### config.mk
export PLATFORM = sky130hd
export DESIGN_NAME = hazard_ctrl
export DESIGN_NICKNAME = d
export VERILOG_FILES = /design/src/rtl/arm_pkg.sv /design/src/rtl/hazard_fwd_sel.sv /design/src/rtl/hazard_ctrl.sv
export SDC_FILE = /design/constraint.sdc
export NUM_CORES = 1
export LEC_CHECK = 0
export CORE_UTILIZATION = 52
export DETAILED_ROUTE_END_ITERATION = 16
export GPL_ROUTABILITY_DRIVEN = 1
export PLACE_DENSITY_LB_ADDON = 0.15
export REMOVE_ABC_BUFFERS = 1
export SYNTH_ARGS = -nofsm -noshare
export SYNTH_HDL_FRONTEND = slang
export SYNTH_SLANG_ARGS = --single-unit
### constraint.sdc
create_clock -name clk -period 2.7 [get_ports clk]
set_clock_uncertainty 0.05 [all_clocks]
set_input_delay 0.27 -clock clk [delete_from_list [all_inputs] [get_ports clk]]
set_output_delay 0.27 -clock clk [all_outputs]
set_load 0.005 [all_outputs]
### src/rtl/arm_pkg.sv
// Shared types and constants for the ARM core pipeline hazard logic.
package arm_pkg;

    typedef enum logic [1:0] {
        FWD_RF = 2'b00,
        FWD_W  = 2'b01,
        FWD_M  = 2'b10
    } fwd_sel_t;

    typedef struct packed {
        logic       valid;
        logic [3:0] ra1;
        logic [3:0] ra2;
        logic [3:0] wa3;
        logic       reg_write;
        logic       mem_to_reg;
        logic       pc_src;
    } stage_tag_t;

    localparam logic [3:0] REG_PC = 4'd15;

    // True when a live stage will write register r back to the register file.
    function automatic logic writes_reg(input logic valid, input logic reg_write,
                                        input logic [3:0] wa3, input logic [3:0] r);
        return valid & reg_write & (wa3 == r);
    endfunction

endpackage

### src/rtl/hazard_fwd_sel.sv
// Operand forwarding select for one Execute-stage source tag.
module hazard_fwd_sel
    import arm_pkg::*;
(
    input  logic [3:0] src_i,
    input  logic       m_valid_i,
    input  logic       m_reg_write_i,
    input  logic [3:0] m_wa3_i,
    input  logic       w_valid_i,
    input  logic       w_reg_write_i,
    input  logic [3:0] w_wa3_i,
    output logic [1:0] sel_o
);

    fwd_sel_t sel_s;

    // Nearest producer wins; R15 reads come from the datapath's PC+8, never a bypass.
    always_comb begin
        sel_s = FWD_RF;
        if (src_i == REG_PC) begin
            sel_s = FWD_RF;
        end else if (writes_reg(m_valid_i, m_reg_write_i, m_wa3_i, src_i)) begin
            sel_s = FWD_M;
        end else if (writes_reg(w_valid_i, w_reg_write_i, w_wa3_i, src_i)) begin
            sel_s = FWD_W;
        end else begin
            sel_s = FWD_RF;
        end
    end

    assign sel_o = sel_s;

endmodule

### src/rtl/hazard_ctrl.sv
// Hazard controller: shadow E/M/W tag pipeline, forwarding selects,
// stall/flush enables and saturating performance counters.
module hazard_ctrl
    import arm_pkg::*;
#(
    parameter int CW = 32
) (
    input  logic          clk,
    input  logic          rst,
    input  logic [3:0]    ra1_d,
    input  logic [3:0]    ra2_d,
    input  logic [3:0]    wa3_d,
    input  logic          reg_write_d,
    input  logic          mem_to_reg_d,
    input  logic          pc_src_d,
    input  logic          cond_ex_e,
    input  logic          branch_taken_e,
    output logic [1:0]    fwd_a_e,
    output logic [1:0]    fwd_b_e,
    output logic          stall_f,
    output logic          stall_d,
    output logic          flush_d,
    output logic          flush_e,
    output logic [CW-1:0] stall_cnt,
    output logic [CW-1:0] flush_cnt
);

    localparam logic [CW-1:0] CNT_MAX = {CW{1'b1}};
    localparam logic [CW-1:0] CNT_ONE = {{(CW-1){1'b0}}, 1'b1};

    stage_tag_t    e_tag_q, e_tag_d;
    stage_tag_t    m_tag_q, m_tag_d;
    stage_tag_t    w_tag_q;
    logic [CW-1:0] stall_cnt_q, flush_cnt_q;

    logic          ldr_stall_s;
    logic          pc_pend_s;
    logic          stall_f_s, stall_d_s, flush_d_s, flush_e_s;
    logic [1:0]    fwd_a_s, fwd_b_s;

    // Load-use check ignores the E condition result: stalling on a skipped load is harmless.
    assign ldr_stall_s = e_tag_q.valid & e_tag_q.mem_to_reg & (e_tag_q.wa3 != REG_PC)
                       & ((e_tag_q.wa3 == ra1_d) | (e_tag_q.wa3 == ra2_d));
    assign pc_pend_s   = pc_src_d | e_tag_q.pc_src | m_tag_q.pc_src;

    // Next-state tags for E (bubble on flush) and M (writes gated by condition).
    always_comb begin
        e_tag_d = '0;
        if (ldr_stall_s | branch_taken_e) begin
            e_tag_d = '0;
        end else begin
            e_tag_d.valid      = 1'b1;
            e_tag_d.ra1        = ra1_d;
            e_tag_d.ra2        = ra2_d;
            e_tag_d.wa3        = wa3_d;
            e_tag_d.reg_write  = reg_write_d;
            e_tag_d.mem_to_reg = mem_to_reg_d;
            e_tag_d.pc_src     = pc_src_d;
        end
        m_tag_d           = e_tag_q;
        m_tag_d.reg_write = e_tag_q.reg_write & cond_ex_e;
        m_tag_d.pc_src    = e_tag_q.pc_src & cond_ex_e;
    end

    // Shadow pipeline registers.
    always_ff @(posedge clk) begin
        if (rst) begin
            e_tag_q <= '0;
            m_tag_q <= '0;
            w_tag_q <= '0;
        end else begin
            e_tag_q <= e_tag_d;
            m_tag_q <= m_tag_d;
            w_tag_q <= m_tag_q;
        end
    end

    hazard_fwd_sel u_fwd_a (
        .src_i         (e_tag_q.ra1),
        .m_valid_i     (m_tag_q.valid),
        .m_reg_write_i (m_tag_q.reg_write),
        .m_wa3_i       (m_tag_q.wa3),
        .w_valid_i     (w_tag_q.valid),
        .w_reg_write_i (w_tag_q.reg_write),
        .w_wa3_i       (w_tag_q.wa3),
        .sel_o         (fwd_a_s)
    );

    hazard_fwd_sel u_fwd_b (
        .src_i         (e_tag_q.ra2),
        .m_valid_i     (m_tag_q.valid),
        .m_reg_write_i (m_tag_q.reg_write),
        .m_wa3_i       (m_tag_q.wa3),
        .w_valid_i     (w_tag_q.valid),
        .w_reg_write_i (w_tag_q.reg_write),
        .w_wa3_i       (w_tag_q.wa3),
        .sel_o         (fwd_b_s)
    );

    // Stall/flush enables; reset forces both pipeline registers to flush.
    always_comb begin
        stall_f_s = 1'b0;
        stall_d_s = 1'b0;
        flush_d_s = 1'b1;
        flush_e_s = 1'b1;
        if (rst) begin
            stall_f_s = 1'b0;
            stall_d_s = 1'b0;
            flush_d_s = 1'b1;
            flush_e_s = 1'b1;
        end else begin
            stall_f_s = ldr_stall_s | pc_pend_s;
            stall_d_s = ldr_stall_s & ~branch_taken_e;
            flush_d_s = pc_pend_s | w_tag_q.pc_src | branch_taken_e;
            flush_e_s = ldr_stall_s | branch_taken_e;
        end
    end

    // Saturating performance counters.
    always_ff @(posedge clk) begin
        if (rst) begin
            stall_cnt_q <= {CW{1'b0}};
            flush_cnt_q <= {CW{1'b0}};
        end else begin
            if (stall_d_s && (stall_cnt_q != CNT_MAX)) begin
                stall_cnt_q <= stall_cnt_q + CNT_ONE;
            end
            if (branch_taken_e && (flush_cnt_q != CNT_MAX)) begin
                flush_cnt_q <= flush_cnt_q + CNT_ONE;
            end
        end
    end

    assign fwd_a_e   = rst ? 2'b00 : fwd_a_s;
    assign fwd_b_e   = rst ? 2'b00 : fwd_b_s;
    assign stall_f   = stall_f_s;
    assign stall_d   = stall_d_s;
    assign flush_d   = flush_d_s;
    assign flush_e   = flush_e_s;
    assign stall_cnt = stall_cnt_q;
    assign flush_cnt = flush_cnt_q;

    // Tag fields carried down the shadow pipe for visibility but not consumed downstream.
    logic unused_tag_s;
    assign unused_tag_s = ^{m_tag_q.ra1, m_tag_q.ra2, m_tag_q.mem_to_reg,
                            w_tag_q.ra1, w_tag_q.ra2, w_tag_q.mem_to_reg};

endmodule

==> run_results.csv, run 1 <==
group,metric,value,unit
cts,cts.clk_slew.worst_paths,0.10,ns
worst_setup_path,startpoint_type,"flop",
layout,drive_above_1_share,12.2,%
global_routing,grt_pass1_vias,3958,
cts,cts_tree,"done",
status,outcome,"finished clean",
cts,cts_hold_buf,0,
synth,synthArstFlopShare,0,%
sta,finalCriticalPeriod,2.54,ns
layout,antenna_cells,0,
synth,synth_top_cells_by_count,"94 x dfxtp_1, 48 x a21oi_1, 28 x nand3_1",
cts,root_buffer,"clkbuf_8",
sta,worst_hold_slack,0.171,ns
placement,dp_cells,710,
worst_setup_path,critPathCaptureType,"output port",
synth,avgSynthCellArea,8.73,µm²
cts,htreeDepth,3,
floorplan,die_w,95.4,µm
worst_setup_path,cpMaxStageDelayCell,"clkdlybuf4s50_1",
floorplan,rows,33,
worst_setup_path,cpPeakStageDelay,0.50,ns
routing,via_count,4314,
worst_setup_path,crit_type,"flop to output port",
power_and_ir_drop,ir_drop,0.263,mV
placement,placed_cell_area,5610,µm²
routing,vias_per_cell,5.94,
sta,setup_viol_count_final,0,
routing,firstDrtPassIters,4,
synth,synth_cell_types,49,
power_and_ir_drop,cellPowerDensity,422,nW/µm²
power_and_ir_drop,leakage,1.96,nW
placement,post-place-ws,0.0160,ns
worst_setup_path,worstPathCellList,"xor2_1 > nor4_2 > buf_4 > o21ai_2 > inv_1 > clkdlybuf4s50_1",
synth,syn_inst,520,
synth,ys_seq_area_share,41.4,%
sta,setup_ws,0.159,ns
min_path,hold_path.class,"input port to flop",
worst_setup_path,crit_buf_inv,3,
synth,yosysWarnings,0,
global_routing,grtUsageTotal,25.2,%
floorplan,design.portCount,91,
sta,report.final.slew_viol_count,0,
cts,clock_latency,0.37,ns
synth,synth_top_area_share,41.4,%
routing,met2_length,5.37,mm
synth,synth_top_flop_cell,"dfxtp_1",
floorplan,die_area,9110,µm²
routing,wire_per_inst,15.3,µm
cts,cts_made_buffers,9,
global_routing,grt_max_degree,45,
synth,ys_ff_latch,94,
worst_setup_path,cp.required,2.38,ns
cts,cts_buffer_depth,2,
synth,synth.cell_area,4540,µm²
cts,cts_num_sinks,94,
placement,dp_hpwl,8.01,mm
sta,relSlewSlack,58.7,%
synth,synthTopCellsByArea,"dfxtp_1 41%, a21oi_1 5.3%, o31ai_1 4.5%, or4_1 3.6%, nand3_1 3.1%",
floorplan,die_y,95.4,µm
global_routing,grt_remaining_overflow,0,
sta,rsz0062_at_grt,"no",
worst_setup_path,reg2reg_depth,6,
global_routing,antenna_found_initial,0,
layout,layout.cells.non_filler,726,
synth,synth.most_common_cell,"dfxtp_1",
layout,nNetsFinal,637,
placement,gp_congestion,0.798,
sta,hold_viol_final,0,
synth,synth_enable_flop_cells,0,
worst_setup_path,path_depth,6,
sta,fmax,0.394,GHz
global_routing,grt_pass1_wl,18.2,mm
routing,wl_met1,5.05,mm
floorplan,core_area,8340,µm²
layout,multi_input_area,2490,µm²
routing,dr_wl_met3,542,µm
routing,drt_iter0_drc,152,
placement,io_buffer_count,90,
worst_setup_path,path_max_fanout,11,
routing,final_antenna_net_count,0,
layout,area_delta_synth_final,28.2,%
layout,final_core_util,69.8,%
layout,design_area,5820,µm²
routing,wirelength,11.1,mm
layout,nFillCells,680,
layout,seq_area,1890,µm²
worst_setup_path,crit_family,"buffers and inverters",
min_path,min_path_cells,2,
sta,period_share,94.1,%
floorplan,initial_core_util,54.4,%
worst_setup_path,crit_arrival,2.22,ns
routing,drc,0,
run,max_cap_violations,0,
sta,worst_pin_slew,0.614,ns
synth,synth_area_leader_cell,"dfxtp_1",
routing,highest_layer,"met4",
-- layout by cell type (no fill, tap or decap), drive strengths merged, types with 21 or more instances in the layout --
master,synthesis,routed
o21ai,21,21
a21oi,48,48
nand4,21,21
nor2,24,24
nand2,25,25
buf,10,24
clkdlybuf4s50,0,88
o31ai,27,27
dfxtp,94,94
or4,27,27
nand3,28,28
-- worst reg2reg max path, cell delays in order, from the launching register on --
cell	delay, ns
dfxtp_1	0.42
ha_1	0.19
nand3_1	0.18
nor3_1	0.49
nand3_1	0.32
nor4_1	0.32
mux2_2	0.37
-- report_power, final --
part | leakage [nW] | switching [mW] | internal [mW]
clock network | 0.0903 | 0.550 | 0.356
registers | 0.762 | 0.0180 | 1.40
logic | 1.10 | 0.0626 | 0.0669
-- worst paths after layout --
kind                                   from                          to  slack, ns
setup / recovery      e_tag_q[3]$_SDFF_PP0_                     stall_d       0.16
hold / removal                          rst       w_tag_q[5]$_SDFF_PP0_       0.17
setup reg to reg  stall_cnt[0]$_SDFFE_PP0P_  stall_cnt[24]$_SDFFE_PP0P_       0.26
hold reg to reg       m_tag_q[2]$_SDFF_PP0_       w_tag_q[2]$_SDFF_PP0_       0.42
-- kinds of logic after synthesis --
kind of cell / share of synthesized area (%)
compound gates: 15.2
xor+xnor: 5.40
fa+ha+maj: 0.551
buf+inv: 4.11
flops: 41.4
mux: 2.23
simple gates: 31.1
-- state kept, by name, summed over array words and instances (netlist names) --
signal and count:
e_tag_q 16, stall_cnt 32, w_tag_q 7, flush_cnt 32, m_tag_q 7
-- through the flow --
step | setup TNS (ns) | power [mW]
global placement | 0 | 1.57
detailed placement | 0 | 1.58
finish | 0 | 2.46
global route | 0 | 2.55
CTS | 0 | 2.48
floorplan | -0.879 | 1.50
-- cell type report --
type	count	area share, %
multi-input combinational	385	42.9
clock inverter	7	1.10
sequential	94	32.4
inverter	13	0.838
tap	105	2.26
clock buffer	9	2.13
timing repair buffer	113	18.4
-- routing by layer --
metal,vias up,GRT usage [%]
li1,2147,-
met1,2036,32.6
met2,117,42.6
met3,14,4.70
met4,0,7.71
met5,-,0
-- what timing repair did --
action / CTS / global route
resized for setup: 2 / 6
endpoints found under the setup margin: 1 / 3
buffers inserted: 0 / 0
pin swaps: 0 / 3
gates cloned: 0 / 0
(Power assumes the default switching activity.)
==> run 2: changes to the inputs <==
CORE_UTILIZATION = 47   (was 52)
TNS_END_PERCENT = 30   (was not set)
clock period = 2.3 ns   (was 2.7 ns; I/O delays follow)
==> run 2 against run 1 <==
The run now ends with setup timing left. Die area grew 10%. Sequential power grew 17%. Total power grew 18%. Clock power grew 17%. Cell count grew 9.5%. Register-to-register slack lost 0.25 ns. Setup slack lost 0.17 ns. Wire length grew 5.4%. Critical endpoint is now stall_cnt[10]$_SDFFE_PP0P_. Largest cell class unchanged. Largest power group unchanged.
==> run_results.csv, run 2 (synthesis results as in run 1) <==
group,metric,value,unit
status,outcome,"finished, violations left",
status,failed_checks,"setup timing",
cts,clock_latency,0.36,ns
placement,dp_hpwl,8.07,mm
floorplan,die_w,100,µm
global_routing,antenna_found_initial,0,
worst_setup_path,r2r-start,"e_tag_q[5]$_SDFF_PP0_",
cts,cts_hold_buf,0,
min_path,hold_path.class,"input port to flop",
min_path,min_path_cells,3,
power_and_ir_drop,p_int,2.18,mW
sta,rsz0062_at_grt,"yes",
worst_setup_path,timing.rr.end,"stall_cnt[10]$_SDFFE_PP0P_",
floorplan,design.portCount,91,
routing,firstDrtPassIters,4,
placement,io_buffer_count,90,
run,max_cap_violations,0,
layout,final_core_util,68.8,%
worst_setup_path,startpoint_type,"input port",
sta,worst_hold_slack,0.256,ns
cts,cts_tree,"done",
global_routing,grt_pass1_vias,4162,
routing,final_antenna_net_count,0,
cts,cts_num_sinks,94,
sta,period_share,100,%
power_and_ir_drop,cellPowerDensity,454,nW/µm²
cts,cts_made_buffers,9,
floorplan,core_area,9280,µm²
global_routing,grt_remaining_overflow,0,
power_and_ir_drop,combPwrFrac,6.1,%
global_routing,grtUsageTotal,23.8,%
floorplan,die_y,100,µm
routing,vias_per_cell,5.71,
sta,finalCriticalPeriod,2.31,ns
power_and_ir_drop,pwr-share-seq,57.4,%
routing,wirelength,11.7,mm
layout,area_delta_synth_final,40.6,%
power_and_ir_drop,ir_drop,0.270,mV
floorplan,rows,35,
routing,wire_per_inst,14.7,µm
global_routing,grt_max_degree,44,
worst_setup_path,critPathCaptureType,"flop",
min_path,min_from,"rst",
sta,fmax,0.433,GHz
worst_setup_path,path_max_fanout,18,
power_and_ir_drop,switchingPower,0.722,mW
sta,hold_viol_final,0,
sta,setup_ws,-0.00711,ns
cts,cts_buffer_depth,2,
worst_setup_path,reg2reg_depth,9,
worst_setup_path,crit_type,"input port to flop",
global_routing,grt_pass1_wl,19.4,mm
layout,layout_common_cells,"89 x dfxtp_1, 86 x clkdlybuf4s50_1, 61 x buf_4",
layout,antenna_cells,0,
worst_setup_path,cp.required,2.51,ns
worst_setup_path,crit_arrival,2.51,ns
power_and_ir_drop,leakage,2.23,nW
sta,relSlewSlack,71.3,%
layout,drive_above_1_share,20.3,%
placement,gp_congestion,0.853,
power_and_ir_drop,swShare,24.9,%
layout,nNetsFinal,682,
cts,root_buffer,"clkbuf_8",
power_and_ir_drop,clock_power_share,36.5,%
worst_setup_path,rrSetupSlack,0.01,ns
placement,post-place-ws,-0.322,ns
floorplan,die_area,10100,µm²
min_path,worstHoldEndpoint,"w_tag_q[5]$_SDFF_PP0_",
routing,drt_iter0_drc,127,
floorplan,initial_core_util,48.9,%
routing,via_count,4541,
sta,worst_pin_slew,0.430,ns
cts,htreeDepth,3,
cts,cts.clk_slew.worst_paths,0.10,ns
sta,report.final.slew_viol_count,0,
sta,setup_viol_count_final,1,
layout,final_common_cell,"dfxtp_1",
routing,drc,0,
[run 2: per-layer routing]
metal  share of wire, %  vias up  track usage (%)  wire length, µm
met5                  0        -                0                0
met3                3.9       12             4.32              459
li1                   -     2235                -                -
met2                 48       99             40.3             5670
met1                 46     2195             30.6             5440
met4                1.2        0             7.69              136
[run 2: power by group through the flow]
stage	clock network, mW	registers [mW]	logic, mW
2_1_floorplan	0	1.70	0.0582
6_report	1.06	1.66	0.176
4_1_cts	1.08	1.66	0.166
3_5_place_dp	0	1.70	0.159
5_1_grt	1.15	1.67	0.193
3_3_place_gp	0	1.70	0.156
[run 2: layout make-up]
cell class | count | area [µm²]
clock buffer | 10 | 138
clock inverter | 6 | 52.6
fill | 763 | 2900
sequential | 94 | 1890
inverter | 13 | 48.8
multi-input combinational | 385 | 2610
timing repair buffer | 158 | 1490
tap | 129 | 161
[run 2: metrics by stage]
| step | cell area [µm²] | power, mW | instances | TNS [ns] |
|---|---|---|---|---|
| 6_report | 6380 | 2.90 | 795 | -0.00711 |
| 5_1_grt | 6380 | 3.01 | 795 | -0.404 |
| 4_1_cts | 6210 | 2.91 | 788 | -0.227 |
| 3_5_place_dp | 5920 | 1.86 | 768 | -7.47 |
| 3_3_place_gp | 5920 | 1.86 | 768 | -4.87 |
| 2_1_floorplan | 4400 | 1.76 | 492 | -12.29 |
[run 2: repair_timing]
item,in CTS,in global routing
pin swaps,4,12
cloned,1,1
endpoints found under the setup margin,7,39
resized for setup,12,28
setup buffers,3,7
[run 2: worst max-delay path by stage]
stage	slack, ns	cells after the start	end	start
final	-0.007	10	stall_cnt[10]$_SDFFE_PP0P_	ra2_d[2]
after global placement	-0.23	7	stall_f	ra1_d[3]
after detailed placement	-0.32	7	stall_f	ra2_d[0]
after CTS	-0.19	7	flush_e	e_tag_q[4]$_SDFF_PP0_
after floorplan	-0.53	5	stall_cnt[24]$_SDFFE_PP0P_	e_tag_q[6]$_SDFF_PP0_
after global routing	-0.08	9	stall_cnt[10]$_SDFFE_PP0P_	e_tag_q[5]$_SDFF_PP0_
[run 2: worst max-delay path, stage by stage]
cell             delay [ns]
clkdlybuf4s50_1        0.46
xor2_2                 0.20
nor4_2                 0.29
buf_4                  0.16
buf_6                  0.10
o21ai_4                0.07
buf_4                  0.15
bufbuf_16              0.28
nor3_1                 0.22
mux2_2                 0.35
